==> src/rtl/sig_pkg.sv <==
// rtl/sig_pkg.sv - shared light codes, controller state codes and debounce states
package sig_pkg;

  // Country/highway light code as driven by the controller; code 3 is unused.
  typedef enum logic [1:0] {
    RED    = 2'd0,
    YELLOW = 2'd1,
    GREEN  = 2'd2
  } light_t;

  // Controller state codes, shared so both blocks agree on encoding.
  typedef enum logic [2:0] {
    S0 = 3'd0,
    S1 = 3'd1,
    S2 = 3'd2,
    S3 = 3'd3,
    S4 = 3'd4
  } state_t;

  // Loop debounce FSM states.
  typedef enum logic [1:0] {
    DB_LOW  = 2'd0,
    DB_RISE = 2'd1,
    DB_HIGH = 2'd2,
    DB_FALL = 2'd3
  } db_state_t;

endpackage

==> src/rtl/cntry_car_sensor_if.sv <==
// rtl/cntry_car_sensor_if.sv - loop input, light code and car-waiting outputs
interface cntry_car_sensor_if #(
  parameter int CNT_W = 4
);
  logic             loop;
  logic [1:0]       cntry;
  logic             X;
  logic [CNT_W-1:0] car_count;
  logic             overflow;

  // Sensor side: samples loop and light code, drives the waiting-car outputs.
  modport master (
    input  loop,
    input  cntry,
    output X,
    output car_count,
    output overflow
  );

  // Environment/controller side.
  modport slave (
    output loop,
    output cntry,
    input  X,
    input  car_count,
    input  overflow
  );
endinterface

==> src/rtl/loop_debounce.sv <==
// rtl/loop_debounce.sv - synchronise and debounce the raw loop, pulse on each new car
module loop_debounce
  import sig_pkg::*;
#(
  parameter int DEBOUNCE = 3
) (
  input  logic clock,
  input  logic clear_n,
  input  logic loop,
  output logic arrive
);

  localparam int            CW      = $clog2(DEBOUNCE + 1);
  localparam logic [CW-1:0] ONE     = CW'(1);
  localparam logic [CW-1:0] DB_LAST = CW'(DEBOUNCE - 1);

  logic          sync1;
  logic          loop_s;
  db_state_t     state;
  logic [CW-1:0] cnt;

  // Arrival fires on the edge that accepts the rising transition so the
  // car counter updates on that same edge.
  assign arrive = loop_s &&
                  (((state == DB_LOW) && (DEBOUNCE == 1)) ||
                   ((state == DB_RISE) && (cnt == DB_LAST)));

  // Two-flop synchroniser for the asynchronous loop input.
  always_ff @(posedge clock or negedge clear_n) begin
    if (!clear_n) begin
      sync1  <= 1'b0;
      loop_s <= 1'b0;
    end else begin
      sync1  <= loop;
      loop_s <= sync1;
    end
  end

  // Debounce FSM: a level must hold DEBOUNCE samples before it is accepted.
  always_ff @(posedge clock or negedge clear_n) begin
    if (!clear_n) begin
      state <= DB_LOW;
      cnt   <= '0;
    end else begin
      case (state)
        DB_LOW: begin
          if (loop_s) begin
            if (DEBOUNCE == 1) begin
              state <= DB_HIGH;
            end else begin
              state <= DB_RISE;
              cnt   <= ONE;
            end
          end
        end
        DB_RISE: begin
          if (!loop_s) begin
            state <= DB_LOW;
            cnt   <= '0;
          end else begin
            cnt <= cnt + ONE;
            if (cnt == DB_LAST) state <= DB_HIGH;
          end
        end
        DB_HIGH: begin
          if (!loop_s) begin
            if (DEBOUNCE == 1) begin
              state <= DB_LOW;
            end else begin
              state <= DB_FALL;
              cnt   <= ONE;
            end
          end
        end
        DB_FALL: begin
          if (loop_s) begin
            state <= DB_HIGH;
            cnt   <= '0;
          end else begin
            cnt <= cnt + ONE;
            if (cnt == DB_LAST) state <= DB_LOW;
          end
        end
        default: begin
          state <= DB_LOW;
          cnt   <= '0;
        end
      endcase
    end
  end

endmodule

==> src/rtl/cntry_car_sensor.sv <==
// rtl/cntry_car_sensor.sv - country-road car counter feeding X to the signal controller
module cntry_car_sensor
  import sig_pkg::*;
#(
  parameter int DEBOUNCE     = 3,
  parameter int CNT_W        = 4,
  parameter int DRAIN_CYCLES = 4
) (
  input  logic             clock,
  input  logic             clear_n,
  cntry_car_sensor_if.master bus
);

  localparam int               DW      = $clog2(DRAIN_CYCLES + 1);
  localparam logic [DW-1:0]    DR_LAST = DW'(DRAIN_CYCLES - 1);
  localparam logic [DW-1:0]    DR_ONE  = DW'(1);
  localparam logic [CNT_W-1:0] CNT_MAX = '1;
  localparam logic [CNT_W-1:0] CNT_ONE = CNT_W'(1);

  logic             arrive;
  logic             depart;
  logic             green;
  logic [DW-1:0]    drain_q;
  logic [CNT_W-1:0] count_q;
  logic [CNT_W-1:0] count_d;
  logic             x_q;
  logic             ovf_q;

  loop_debounce #(
    .DEBOUNCE (DEBOUNCE)
  ) u_db (
    .clock   (clock),
    .clear_n (clear_n),
    .loop    (bus.loop),
    .arrive  (arrive)
  );

  // Only GREEN drains; YELLOW and the illegal code behave like RED.
  assign green  = (bus.cntry == GREEN);
  assign depart = green && (drain_q == DR_LAST);

  // Drain timer: counts consecutive GREEN edges, wrapping on each departure.
  always_ff @(posedge clock or negedge clear_n) begin
    if (!clear_n) begin
      drain_q <= '0;
    end else if (!green || depart) begin
      drain_q <= '0;
    end else begin
      drain_q <= drain_q + DR_ONE;
    end
  end

  // Next waiting-car count: saturating up, floor at zero, collision holds.
  always_comb begin
    count_d = count_q;
    if (arrive && !depart && (count_q != CNT_MAX)) begin
      count_d = count_q + CNT_ONE;
    end else if (depart && !arrive && (count_q != '0)) begin
      count_d = count_q - CNT_ONE;
    end
  end

  // Count, sticky overflow, and X which trails the registered count by one edge.
  always_ff @(posedge clock or negedge clear_n) begin
    if (!clear_n) begin
      count_q <= '0;
      x_q     <= 1'b0;
      ovf_q   <= 1'b0;
    end else begin
      count_q <= count_d;
      x_q     <= (count_q != '0);
      if (arrive && !depart && (count_q == CNT_MAX)) ovf_q <= 1'b1;
    end
  end

  assign bus.car_count = count_q;
  assign bus.X         = x_q;
  assign bus.overflow  = ovf_q;

endmodule

==> src/flat_wrapper.sv <==
// flat-port wrapper written by rule: the top's interface ports become plain ports
module cntry_car_sensor_flat import sig_pkg::*;
#(
  parameter int DEBOUNCE     = 3,
  parameter int CNT_W        = 4,
  parameter int DRAIN_CYCLES = 4
)
  (clock, clear_n, bus_loop, bus_cntry, bus_X, bus_car_count, bus_overflow);
  cntry_car_sensor_if #(.CNT_W(CNT_W)) bus_i ();
  input  logic clock;
  input  logic clear_n;
  input wire logic [$bits(bus_i.loop)-1:0] bus_loop;
  input wire logic [$bits(bus_i.cntry)-1:0] bus_cntry;
  output wire logic [$bits(bus_i.X)-1:0] bus_X;
  output wire logic [$bits(bus_i.car_count)-1:0] bus_car_count;
  output wire logic [$bits(bus_i.overflow)-1:0] bus_overflow;
  assign bus_i.loop = bus_loop;
  assign bus_i.cntry = bus_cntry;
  assign bus_X = bus_i.X;
  assign bus_car_count = bus_i.car_count;
  assign bus_overflow = bus_i.overflow;
  cntry_car_sensor #(.DEBOUNCE(DEBOUNCE), .CNT_W(CNT_W), .DRAIN_CYCLES(DRAIN_CYCLES)) u_core (.clock(clock), .clear_n(clear_n), .bus(bus_i));
endmodule
==> config.mk <==
export PLATFORM = sky130hd
export DESIGN_NAME = cntry_car_sensor_flat
export DESIGN_NICKNAME = d
export VERILOG_FILES = /design/src/rtl/sig_pkg.sv /design/src/rtl/cntry_car_sensor_if.sv /design/src/rtl/loop_debounce.sv /design/src/rtl/cntry_car_sensor.sv /design/src/flat_wrapper.sv
export SDC_FILE = /design/constraint.sdc
export NUM_CORES = 1
export LEC_CHECK = 0
export CAP_MARGIN = 15
export CORE_ASPECT_RATIO = 0.8
export CORE_MARGIN = 1.5
export CORE_UTILIZATION = 45
export CTS_CLUSTER_DIAMETER = 40
export DETAILED_ROUTE_END_ITERATION = 10
export PLACE_DENSITY = 0.77
export REMOVE_ABC_BUFFERS = 1
export SLEW_MARGIN = 20
export SYNTH_ARGS = -nofsm -noshare
export SYNTH_HDL_FRONTEND = slang
export SYNTH_SLANG_ARGS = --single-unit
==> constraint.sdc <==
create_clock -name clock -period 2.9 [get_ports clock]
set_clock_uncertainty 0.1 [all_clocks]
set_input_delay 0.725 -clock clock [delete_from_list [all_inputs] [get_ports clock]]
set_output_delay 0.725 -clock clock [all_outputs]
set_load 0.1 [all_outputs]
==> flow_summary.ini <==
[timing]
setup_slack_ns = 0.348
finalSetupViolations = 0
finalHoldViolCount = 0
fin_tns_setup_ns = 0
maxSlewHeadroom_pct = 56.2
rsz0062_at_grt = false
drv_slew = 0
tightest_slew_ns = 0.656
whs_ns = 0.260
final.min_clock_period_ns = 2.55
final.period_utilization_pct = 88.0
fmax_mhz = 392

[global_routing]
grt_start_max_net_pins = 16
overflow = 0
grt_util_all_layers_pct = 16.6
grt_first_pass_wirelength_um = 2240
grt_pass1_vias = 507
antenna_found_initial = 0

[yosys]
yosys.area_share.xor_xnor_pct = 5.91
synth-simple-area-share_pct = 16.6
syn_area_per_cell_um2 = 12.1
synthFlopType = dfrtp_1
synth_mux_area_share_pct = 4.56
synth_seq_cells = 15
yosys.cell_types.count = 27
yosys.area_share.adder_pct = 11.1
syn_inst = 61
netlist_area_um2 = 741
synthArstFlopShare_pct = 100
yosysSeqAreaShare_pct = 50.7
synth_edf_count = 0
synth_top_family_by_area = simple AND/OR/NAND/NOR gates
synth_compound_area_share_pct = 7.60
ys_warn_count = 0

[worst_setup_path]
crit_start = bus_cntry[0]
crit_arrival_ns = 2.65
crit_chain = clkdlybuf4s50_1, nand3b_1, nand3_2, ha_1, a21o_2, a21oi_1, mux2i_4, xor2_1
max_stage_delay_ns = 0.46
path_delay_family = compound AO/OA/AOI/OAI gates
slowest_stage = clkdlybuf4s50_1
crit_required_ns = 3.00
critical_path_class = in2reg
start_kind = input pin
cp_num_buf_inv = 1
crit_path_end_kind = flop
cp_max_fo = 2
r2r_start = u_core.drain_q[0]

[floorplan]
fp.dieH_um = 39.3
ios = 11
dieWidth_um = 48.4
die-area_um2 = 1900
num_rows = 12
initial_utilization_pct = 50.9
coreArea_um2 = 1460

[placement]
gp_congestion = 0.818
pre_cts_slack_ns = 0.0397
dp_hpwl_um = 931
numPortBuffers = 10

[drt]
wirelength_um = 1200
routed_via_density = 4.92
drcViolationCount = 0
drtAntennaViolNets = 0
num_vias = 477
drtIter0Drc = 10
drtPass1Iterations = 4
wl_per_cell_um = 12.3

[run]
drv_cap = 0

[clocking]
clockBufferDepth = 2
h-tree-depth = 1
cts_setup_buffers = 0
cts_hold_buffers = 0
cts_tree = built
cts_resized = 0
clock_sinks = 15
clock-root-buffer = clkbuf_4
path_clk_slew_ns = 0.07
numCtsBuffers = 3
clk_latency_ns = 0.28

[pwr]
power_switching_uw = 465
ir_worst_vdd_uv = 764
switching_share_pct = 49.5
pwr-share-clk_pct = 12.0
p_leak_nw = 0.405
p_seq_share_pct = 36.2
power.internal_uw = 474
p_comb_share_pct = 51.8
powerDensity_nw_per_um2 = 1060

[hold_path]
min-delay-start = u_core.u_db.sync1
hold_path.class = reg2reg

[layout]
area_delta_synth_final_pct = 19.1
diodes = 0
drive_gt1_share_pct = 23.7
final_nets = 88

[status]
status = finished, final reports clean
## power by group through the flow
stage	sequential, mW	combinational, mW	clock (mW)
4_1_cts	0.340	0.494	0.119
6_report	0.340	0.487	0.112
2_1_floorplan	0.553	0.167	0
3_3_place_gp	0.339	0.475	0
5_1_grt	0.351	0.520	0.128
3_5_place_dp	0.342	0.496	0
## cell usage in the layout, fill, tap and decap left out, types with 2 or more instances in the layout
cell type / n
buf_4: 8
a21oi_1: 3
dfrtp_1: 15
nor2_1: 6
xor2_1: 4
nand3b_1: 2
clkbuf_4: 3
ha_1: 5
nand2_1: 3
clkdlybuf4s50_1: 4
inv_1: 4
## sequential cells by signal (all words and copies together) (netlist names), named ones only
| name | cells |
|---|---|
| u_core.u_db.sync1 | 1 |
| u_core.bus.overflow | 1 |
| u_core.u_db.cnt | 2 |
| u_core.drain_q | 3 |
| u_core.bus.X | 1 |
| u_core.u_db.loop_s | 1 |
| u_core.bus.car_count | 4 |
| u_core.u_db.state | 1 |
## synth_stat cells, drive strengths merged, types with 2 or more instances
| master | n | area share [%] |
|---|---|---|
| inv | 4 | 2.0 |
| nand2 | 3 | 1.5 |
| a21oi | 3 | 2.0 |
| nand3b | 2 | 2.0 |
| or3b | 2 | 2.7 |
| dfrtp | 15 | 51 |
| nor2 | 6 | 3.0 |
| ha | 5 | 8.4 |
| xor2 | 4 | 4.7 |
## logic make-up after synthesis
family	after synthesis
adder cells (fa/ha/maj)	6
flip-flops	15
AND/OR/NAND/NOR	19
AO/OA/AOI/OAI	9
buffers and inverters	5
XOR/XNOR	5
multiplexers	2
## through the flow
step	instance area [µm²]	instances	power [mW]	utilization, %
floorplan	729	60	0.720	-
global placement	856	93	0.815	58.8
detailed placement	856	93	0.838	58.8
CTS	882	97	0.953	60.6
global route	882	97	0.999	60.6
finish	882	97	0.939	60.6
## layer usage
metal  track usage, %  vias up  part of all wire (%)
met3             6.49        2                   6.1
met5                0        -                     0
met4             4.29        0                  0.67
li1                 -      241                     -
met2             29.2       12                    47
met1             19.8      222                    46
## final timing paths
check / to / cells after the start / slack (ns)
max: u_core.bus.car_count[3] / 8 / 0.35
min: u_core.u_db.loop_s / 0 / 0.26
max reg2reg: u_core.bus.car_count[3] / 9 / 0.49
min reg2reg: u_core.u_db.loop_s / 0 / 0.26
max in group asynchronous: u_core.u_db.cnt[1] / 1 / 1.53
min in group asynchronous: u_core.bus.X / 1 / 0.74
## worst reg2reg max path: cells and delay by family (launching register included)
family,cells,cell delay [ns]
flops,1,0.39
simple gates,2,0.23
compound gates,2,0.48
xor+xnor,1,0.15
mux,1,0.29
fa+ha+maj,3,0.70
## area by class of cell
cell class,instances,area [µm²]
tap,21,26.3
timing repair buffer,12,100
multi-input combinational,41,339
clock buffer,4,26.3
sequential,15,375
inverter,4,15.0
fill,122,574
Note: power is estimated with default switching activity, not from simulation.
